## src/rtl/cke_meter_pkg.sv

```systemverilog
// Shared types and constants for the cke period meter and its lock detector.
package cke_meter_pkg;

  typedef enum logic [1:0] {
    ST_IDLE = 2'd0,
    ST_ARM  = 2'd1,
    ST_RUN  = 2'd2,
    ST_LOST = 2'd3
  } meter_state_e;

  localparam logic [7:0] ERR_MAX = 8'hFF;

  function automatic logic [7:0] err_inc(input logic [7:0] value);
    return (value == ERR_MAX) ? value : value + 8'd1;
  endfunction

endpackage

```

## src/rtl/cke_lock_detect.sv

```systemverilog
// Compares consecutive period measurements and declares lock once enough
// of them agree within tolerance; counts lock-loss events.
module cke_lock_detect
  import cke_meter_pkg::*;
#(
  parameter int WIDTH     = 16,
  parameter int LOCK_CNT  = 4,
  parameter int TOLERANCE = 0
) (
  input  logic             clk,
  input  logic             rst,
  input  logic             meas,
  input  logic [WIDTH-1:0] period,
  input  logic             restart,
  input  logic             loss,
  output logic             locked,
  output logic [7:0]       err_cnt
);

  localparam logic [3:0]       LOCK_TARGET = 4'(LOCK_CNT);
  localparam logic [WIDTH-1:0] TOL         = WIDTH'(TOLERANCE);

  logic [WIDTH-1:0] prev;
  logic [WIDTH-1:0] diff;
  logic             prev_valid;
  logic [3:0]       match;
  logic [3:0]       match_inc;
  logic             hit;

  always_comb begin
    diff      = (period >= prev) ? (period - prev) : (prev - period);
    hit       = (diff <= TOL);
    match_inc = (match == LOCK_TARGET) ? match : match + 4'd1;
  end

  always_ff @(posedge clk or posedge rst) begin
    if (rst) begin
      prev       <= '0;
      prev_valid <= 1'b0;
      match      <= '0;
      locked     <= 1'b0;
      err_cnt    <= '0;
    end else if (restart) begin
      prev_valid <= 1'b0;
      match      <= '0;
      locked     <= 1'b0;
    end else if (loss) begin
      // A loss invalidates the reference so the next period only reloads it.
      prev_valid <= 1'b0;
      match      <= '0;
      locked     <= 1'b0;
      if (locked) begin
        err_cnt <= err_inc(err_cnt);
      end
    end else if (meas) begin
      prev       <= period;
      prev_valid <= 1'b1;
      if (prev_valid) begin
        if (hit) begin
          match <= match_inc;
          if (match_inc == LOCK_TARGET) begin
            locked <= 1'b1;
          end
        end else begin
          match  <= '0;
          locked <= 1'b0;
          if (locked) begin
            err_cnt <= err_inc(err_cnt);
          end
        end
      end
    end
  end

endmodule

```

## src/rtl/cke_period_meter.sv

```systemverilog
// Measures the spacing of single-cycle cke pulses in clk cycles, flags
// missing pulses with a programmable timeout and reports period lock.
//
// state   | meaning
// ST_IDLE | disabled; counter cleared, lock/timeout flags cleared
// ST_ARM  | enabled, waiting for the first pulse to start the counter
// ST_RUN  | counting between pulses, reporting each period
// ST_LOST | timeout expired; next pulse restarts measurement
module cke_period_meter
  import cke_meter_pkg::*;
#(
  parameter int CNT_WIDTH = 15,
  parameter int LOCK_CNT  = 4,
  parameter int TOLERANCE = 0
) (
  input  logic               clk,
  input  logic               rst,
  input  logic               cke,
  input  logic               enable,
  input  logic [CNT_WIDTH:0] timeout_limit,
  output logic [CNT_WIDTH:0] period,
  output logic               valid,
  output logic               locked,
  output logic               timeout,
  output logic [7:0]         err_cnt
);

  localparam logic [CNT_WIDTH:0] CNT_ONE = (CNT_WIDTH+1)'(1);

  meter_state_e       state;
  logic [CNT_WIDTH:0] cnt;
  logic [CNT_WIDTH:0] cnt_next;
  logic               meas;
  logic               restart;
  logic               loss;

  always_comb begin
    cnt_next = (&cnt) ? cnt : cnt + CNT_ONE;
    restart  = !enable || (state == ST_IDLE);
    meas     = enable && (state == ST_RUN) && cke;
    // A pulse landing on the timeout cycle counts as a pulse, not a loss.
    loss     = enable && (state == ST_RUN) && !cke &&
               (timeout_limit != '0) && (cnt == timeout_limit);
  end

  always_ff @(posedge clk or posedge rst) begin
    if (rst) begin
      state   <= ST_IDLE;
      cnt     <= '0;
      period  <= '0;
      valid   <= 1'b0;
      timeout <= 1'b0;
    end else begin
      valid <= 1'b0;
      if (!enable) begin
        state   <= ST_IDLE;
        cnt     <= '0;
        timeout <= 1'b0;
      end else begin
        case (state)
          ST_IDLE: begin
            cnt     <= '0;
            timeout <= 1'b0;
            state   <= ST_ARM;
          end
          ST_ARM: begin
            if (cke) begin
              cnt   <= CNT_ONE;
              state <= ST_RUN;
            end
          end
          ST_RUN: begin
            if (cke) begin
              period <= cnt;
              valid  <= 1'b1;
              cnt    <= CNT_ONE;
            end else begin
              cnt <= cnt_next;
              if (loss) begin
                timeout <= 1'b1;
                state   <= ST_LOST;
              end
            end
          end
          ST_LOST: begin
            if (cke) begin
              cnt     <= CNT_ONE;
              timeout <= 1'b0;
              state   <= ST_RUN;
            end else begin
              cnt <= cnt_next;
            end
          end
          default: begin
            state <= ST_IDLE;
            cnt   <= '0;
          end
        endcase
      end
    end
  end

  cke_lock_detect #(
    .WIDTH     (CNT_WIDTH + 1),
    .LOCK_CNT  (LOCK_CNT),
    .TOLERANCE (TOLERANCE)
  ) u_lock (
    .clk     (clk),
    .rst     (rst),
    .meas    (meas),
    .period  (cnt),
    .restart (restart),
    .loss    (loss),
    .locked  (locked),
    .err_cnt (err_cnt)
  );

endmodule

```

## config.mk

```make
export PLATFORM = sky130hd
export DESIGN_NAME = cke_period_meter
export DESIGN_NICKNAME = d
export VERILOG_FILES = /design/src/rtl/cke_meter_pkg.sv /design/src/rtl/cke_lock_detect.sv /design/src/rtl/cke_period_meter.sv
export SDC_FILE = /design/constraint.sdc
export NUM_CORES = 1
export LEC_CHECK = 0
export BUFFER_PORTS_ARGS = -buffer_cell sky130_fd_sc_hd__buf_2
export CORE_MARGIN = 2
export CORE_UTILIZATION = 40
export DETAILED_ROUTE_END_ITERATION = 10
export GPL_ROUTABILITY_DRIVEN = 0
export SLEW_MARGIN = 20
export SYNTH_ARGS = -nofsm -noshare
export SYNTH_HDL_FRONTEND = slang
export SYNTH_HIERARCHICAL = 1
export SYNTH_SLANG_ARGS = --single-unit
```

## constraint.sdc

```tcl
create_clock -name clk -period 3.2 [get_ports clk]
set_clock_uncertainty 0.1 [all_clocks]
set_input_delay 0.32 -clock clk [delete_from_list [all_inputs] [get_ports clk]]
set_output_delay 0.32 -clock clk [all_outputs]
set_load 0.01 [all_outputs]
```

### After elaboration in Yosys (flattened, before gate mapping)

Index checks and enable logic that the tools add are counted.

| storage, ports and cells | value |
|---|---|
| flip-flop bits (word level) | 66 |
| output and inout bits | 27 |

| cells by class | value |
|---|---|
| add/subtract/negate cells | 5 |
| magnitude comparators | 2 |
| equal/unequal tests | 16 |
| mux-type cells | 40 |
| bitwise logic cells | 2 |
| reductions and logical operators | 25 |

Operators by type and width:

| cell | number |
|---|---|
| $mux W16 | 5 |
| $mux W8 | 6 |
| $pmux W16 S3 | 1 |
| $sub A16 B16 Y16 | 2 |
| $mux W4 | 6 |
| $add A16 B1 Y16 const B | 1 |
| $eq A16 B16 Y1 | 1 |
| $ge A16 B16 Y1 | 1 |
| $le A16 B1 Y1 const B | 1 |
| $mux W1 | 16 |
| $reduce_and A16 Y1 | 1 |
| $reduce_bool A16 Y1 | 1 |
| $ne A3 B3 Y1 const B | 5 |
| $reduce_and A3 Y1 | 4 |
| $add A8 B1 Y8 const B | 1 |
| $eq A4 B3 Y1 const B | 2 |
| $eq A8 B8 Y1 const B | 1 |
| $mux W2 | 4 |
| $ne A4 B4 Y1 const B | 2 |
| $reduce_and A4 Y1 | 2 |
| $pmux W2 S3 | 1 |
| $reduce_bool A3 Y1 | 2 |
| $logic_and A1 B1 Y1 | 5 |
| $add A4 B1 Y4 const B | 1 |
| other kinds (12) | 18 |

### Depth between registers and ports, before layout

| logic depth | value |
|---|---|
| depth after elaboration | 9 |
| gate-level depth with buffers | 14 |

### Modules after synthesis

The synthesis kept the hierarchy.

By module, submodules not included:

| module | times used | cells each | area an instance (µm²) | seq. area each (µm²) |
|---|---|---|---|---|
| cke_lock_detect | 1 | 444 | 3,345.7 | 750.7 |
| cke_period_meter | 1 | 179 | 1,910.6 | 900.9 |

### Worst setup path after synthesis

No wires, ideal clock.

| timing path | value |
|---|---|
| path type | reg2reg |
| start point | register cnt[6] |
| end point | register u_lock.match[2] |
| data arrival time | 3.038 ns |
| required time | 3.008 ns |
| slack | -0.029 ns |
| cell stages (with the launch flop) | 11 |
| buffers on the path | 1 |
| clock period less this slack | 3.229 ns |
| cells stage by stage | dfrtp_1 -> inv_1 -> ha_1 -> buf_2 -> a21o_1 -> or4_4 -> o211a_1 -> a2111o_1 -> a32o_1 -> or3_4 -> o31ai_2 |

| between the ends | value |
|---|---|
| longest elaborated chain between the ends | 8 |

RTL lines:

| what | RTL line | text |
|---|---|---|
| from (decl) | cke_period_meter.sv:31 | `logic [CNT_WIDTH:0] cnt;` |
| from (signal assigned) | cke_period_meter.sv:78 | `cnt <= cnt_next;` |
| from (signal assigned) | cke_period_meter.sv:91 | `cnt <= cnt_next;` |
| $sub A16 B16 Y16 or $ge A16 B16 Y1 (tied branches) | cke_lock_detect.sv:31 | `diff = (period >= prev) ? (period - prev) : (prev - period);` |
| $mux W16 | cke_lock_detect.sv:31 |  |
| $le A16 B1 Y1 | cke_lock_detect.sv:32 | `hit = (diff <= TOL);` |
| $mux W4 | cke_lock_detect.sv:59 | `if (hit) begin` |
| $mux W4 | cke_lock_detect.sv:58 | `if (prev_valid) begin` |
| $mux W4 | cke_lock_detect.sv:55 | `end else if (meas) begin` |
| $mux W4 | cke_lock_detect.sv:47 | `end else if (loss) begin` |
| $mux W4 | cke_lock_detect.sv:43 | `end else if (restart) begin` |
| to (signal assigned) | cke_lock_detect.sv:60 | `match <= match_inc;` |
| to (decl) | cke_lock_detect.sv:26 | `logic [3:0] match;` |

Parallel ways exist; a longest one is shown, timed or not. The select of a mux whose other input is x is not followed.
A chain may end at the register's enable or synchronous reset.

### Worst setup path in the final report

| timing path | value |
|---|---|
| start point | register u_lock.prev[6] |
| end point | register u_lock.match[2] |

| between the ends | value |
|---|---|
| longest elaborated chain between the ends | 8 |

RTL lines:

| what | RTL line | text |
|---|---|---|
| from (decl) | cke_lock_detect.sv:23 | `logic [WIDTH-1:0] prev;` |
| from (signal assigned) | cke_lock_detect.sv:56 | `prev <= period;` |
| $sub A16 B16 Y16 or $ge A16 B16 Y1 (tied branches) | cke_lock_detect.sv:31 |  |
| $mux W16 (*) | cke_lock_detect.sv:31 |  |
| $le A16 B1 Y1 (*) | cke_lock_detect.sv:32 |  |
| $mux W4 (*) | cke_lock_detect.sv:59 |  |
| $mux W4 (*) | cke_lock_detect.sv:58 |  |
| $mux W4 (*) | cke_lock_detect.sv:55 |  |
| $mux W4 (*) | cke_lock_detect.sv:47 |  |
| $mux W4 (*) | cke_lock_detect.sv:43 |  |

Mark *: on every way between the ends. The rest lies on a longest branch, timed or not. The select of a mux whose other input is x is not followed.

==> flow_metrics.tcl <==
set metrics [dict create \
    r2r-start "u_lock/prev[6]" \
    place_ws_ns -0.2638 \
    cts_made_buffers 9 \
    htreeDepth 3 \
    period_needed_ns 3.153 \
    crit_end "u_lock/match[2]" \
    fmax_ghz 0.3171 \
    firstDrtPassIters 5 \
    synth_nets 678 \
    syn_inst 623 \
    cap_violations 0 \
    cp_slowest_cell "or3_4" \
    crit_chain "ha_4, buf_4, and2_1, buf_4, o211ai_1, buf_4, buf_4, a211o_1, a21bo_2, a32o_2, or3_4, o31ai_2" \
    die_area_um2 14070 \
    tritoncts "done" \
    power_density_nw_per_um2 433.8 \
    max_slew_margin 0.5849 \
    synthTopCellsByArea "dfrtp_1 (31%), ha_1 (8.3%), o21ai_0 (4.4%), nand2_1 (3.9%), inv_1 (3.8%)" \
    worstPathRequired_ns 3.35 \
    setup_slack_ns 0.04685 \
    antenna_cells 0 \
    worstPathMaxFanout 4 \
    hold_viol_final 0 \
    dr_wl_met3_um 662 \
    drive_gt1_frac 0.3548 \
    gr-total-overflow 0 \
    die_h_um 118.6 \
    viasPerCell 5.580 \
    synth_top_cell_area_share 0.3142 \
    tightest_slew_ns 0.6218 \
    area_growth_pct 38.30 \
    crit_path_end_kind "register" \
    portBuffers 46 \
    antenna_found_initial 0 \
    syn_area_um2 5256 \
    leakagePower_nw 3.275 \
    clock_sinks 66 \
    crit_arrival_ns 3.30 \
    grt_pass1_vias 5239 \
    ir_drop_mv 0.3509 \
    cpMostUsedCell "buf_4" \
    power.share.switching 0.3217 \
    synthFlopType "dfrtp_1" \
    clock_path_buffers 2 \
    grt_max_degree 33 \
    rows 41 \
    max_stage_delay_ns 0.43 \
    p_clk_frac 0.347 \
    gr-usage-all-layers 0.2189 \
    p_total_mw 3.154 \
    wl_met1_mm 7.044 \
    synth_common_cells "dfrtp_1 (66), nand2_1 (54), inv_1 (53), o21ai_0 (46), nor2_1 (41)" \
    num_vias 5301 \
    ys_async_sr_fraction 1.000 \
    worstSetupPathType "reg2reg" \
    cts_root_buf "clkbuf_16" \
    seqPwrFrac 0.299 \
    route.met2.wl_mm 7.462 \
    topRoutingLayerUsed "met4" \
    final-setup-viol-count 0 \
    synth_seq_cells 66 \
    yosysSeqAreaShare 0.3142 \
    yosysWarnings 6 \
    final_nets 828 \
    avgSynthCellArea_um2 8.437 \
    avgRoutedWirePerCell_um 16.39 \
    worst_r2r_endpoint "u_lock/match[2]" \
    synthXorXnorAreaFrac 0.06498 \
    synthSimpleGateAreaFrac 0.2259 \
    wl_mm 15.57 \
    rrSetupSlack_ns 0.05 \
    hpwl_mm 11.68 \
    status "complete, no violations" \
    drc 0 \
    start_util 0.4132 \
    pin_count 47 \
    synth_compound_area_frac 0.2111 \
    startpoint "u_lock/prev[6]" \
    ant_nets 0 \
    grt_setup_unrepaired "yes" \
    synth_fa_ha_area_frac 0.08331 \
    comb_power_share 0.353 \
    muxShareOfSynthArea 0.03809 \
    synth_edf_count 0 \
    clk_pin_slew_ns 0.06 \
    fin_tns_setup_ns 0 \
    fp.coreArea_um2 12720 \
    rr_worst_depth 12 \
    worstSkewPairLatency_ns 0.33 \
    drt_iter0_markers 254 \
    hp-class "in2reg" \
    die_w_um 118.6 \
    grt_pass1_wl_mm 25.25 \
    yosysMostFrequentCell "dfrtp_1" \
    ys_types 74 \
    cp-start-kind "register" \
    slew_violations 0 \
    post-route-period-util 0.9854 \
    p_int_mw 2.139 \
    synth_top_family_by_area "simple AND/OR/NAND/NOR gates" \
    switching_power_mw 1.015 \
    synth_top_area_cell "dfrtp_1" \
]
## kinds of logic after synthesis
logic type,after synthesis
and+or+nand+nor,219
AOI/OAI and AO/OA,166
buffers and inverters,80
DFF,66
xor gates and xnor gates,39
adders and majority gates,35
muxes,18
## placed cells by master, fill, tap and decap left out, drive strengths merged, types with 4 or more instances in the layout
master and n:
a211o 5, a211oi 7, a21o 7, a21oi 39
a31oi 4, a32o 7, and2 6, and3 13
and4 4, buf 164, clkbuf 11, dfrtp 66
ha 35, inv 55, mux2 16, nand2 56
nand2b 4, nand3 17, nand4 22, nor2 41
nor2b 4, nor3 16, nor4 12, nor4bb 4
o2111ai 4, o211a 5, o211ai 7, o21ai 51
o311ai 4, or3 7, xnor2 20, xor2 19
## critical path, delay by kind of cell, from the launching register on
family / cells / cell delay, ns
AO/OA/AOI/OAI: 5 / 1.08
AND/OR/NAND/NOR: 2 / 0.60
buffers and inverters: 4 / 0.56
flip-flops: 1 / 0.42
adder cells (fa/ha/maj): 1 / 0.31
## repair_timing
action,CTS,global route
gates cloned,0,1
endpoints found under the setup margin,13,13
setup buffers,3,7
hold endpoints to repair,7,0
pin swaps,13,28
gates resized for setup,36,54
hold buffers,1,0
## sequential cells by signal, indices dropped and copies added (netlist names)
| signal | cells |
|---|---|
| cnt | 16 |
| period | 16 |
| u_lock/prev | 16 |
| u_lock/err_cnt | 8 |
| u_lock/match | 4 |
| state | 2 |
| timeout | 1 |
| u_lock/locked | 1 |
| u_lock/prev_valid | 1 |
| valid | 1 |
## metrics by stage
step                      instances  hold WS [ns]  utilization  area [um^2]
after global routing            950        0.1615       0.5714         7269
after detailed placement        923        0.1907       0.5027         6395
after global placement          923        0.1923       0.5027         6395
after CTS                       942        0.1343       0.5461         6948
final                           950        0.1478       0.5714         7269
after floorplan                 623        0.2831            -         5259
## worst min path at each step
stage,end,slack [ns],cells after the start,startpoint
6_report,cnt[1],0.15,2,cke
5_1_grt,cnt[1],0.16,2,cke
4_1_cts,cnt[1],0.13,2,cke
3_5_place_dp,u_lock/prev[15],0.19,2,rst
3_3_place_gp,u_lock/prev[15],0.19,2,rst
2_1_floorplan,cnt[1],0.28,1,cke
## routing by layer
layer	GRT usage	up-vias
met4	0.09301	0
met5	0	-
met2	0.3642	148
met1	0.2867	2549
met3	0.02558	33
li1	-	2571
## layout make-up
cell class | count | area (um^2)
inverters | 54 | 202.7
clock inverters | 5 | 85.08
repair buffers | 165 | 1161
flip-flops and latches | 66 | 1654
well taps | 172 | 215.2
fillers | 1132 | 5453
clock buffers | 11 | 252.7
multi-input cells | 477 | 3699
## power groups by stage
stage | Sequential [mW] | Combinational (mW) | Clock [mW]
2_1_floorplan | 0.934 | 0.561 | 0
3_3_place_gp | 0.936 | 0.889 | 0
3_5_place_dp | 0.940 | 0.901 | 0
4_1_cts | 0.934 | 0.971 | 1.12
5_1_grt | 0.951 | 1.22 | 1.15
6_report | 0.944 | 1.11 | 1.09
(Power assumes the default switching activity.)
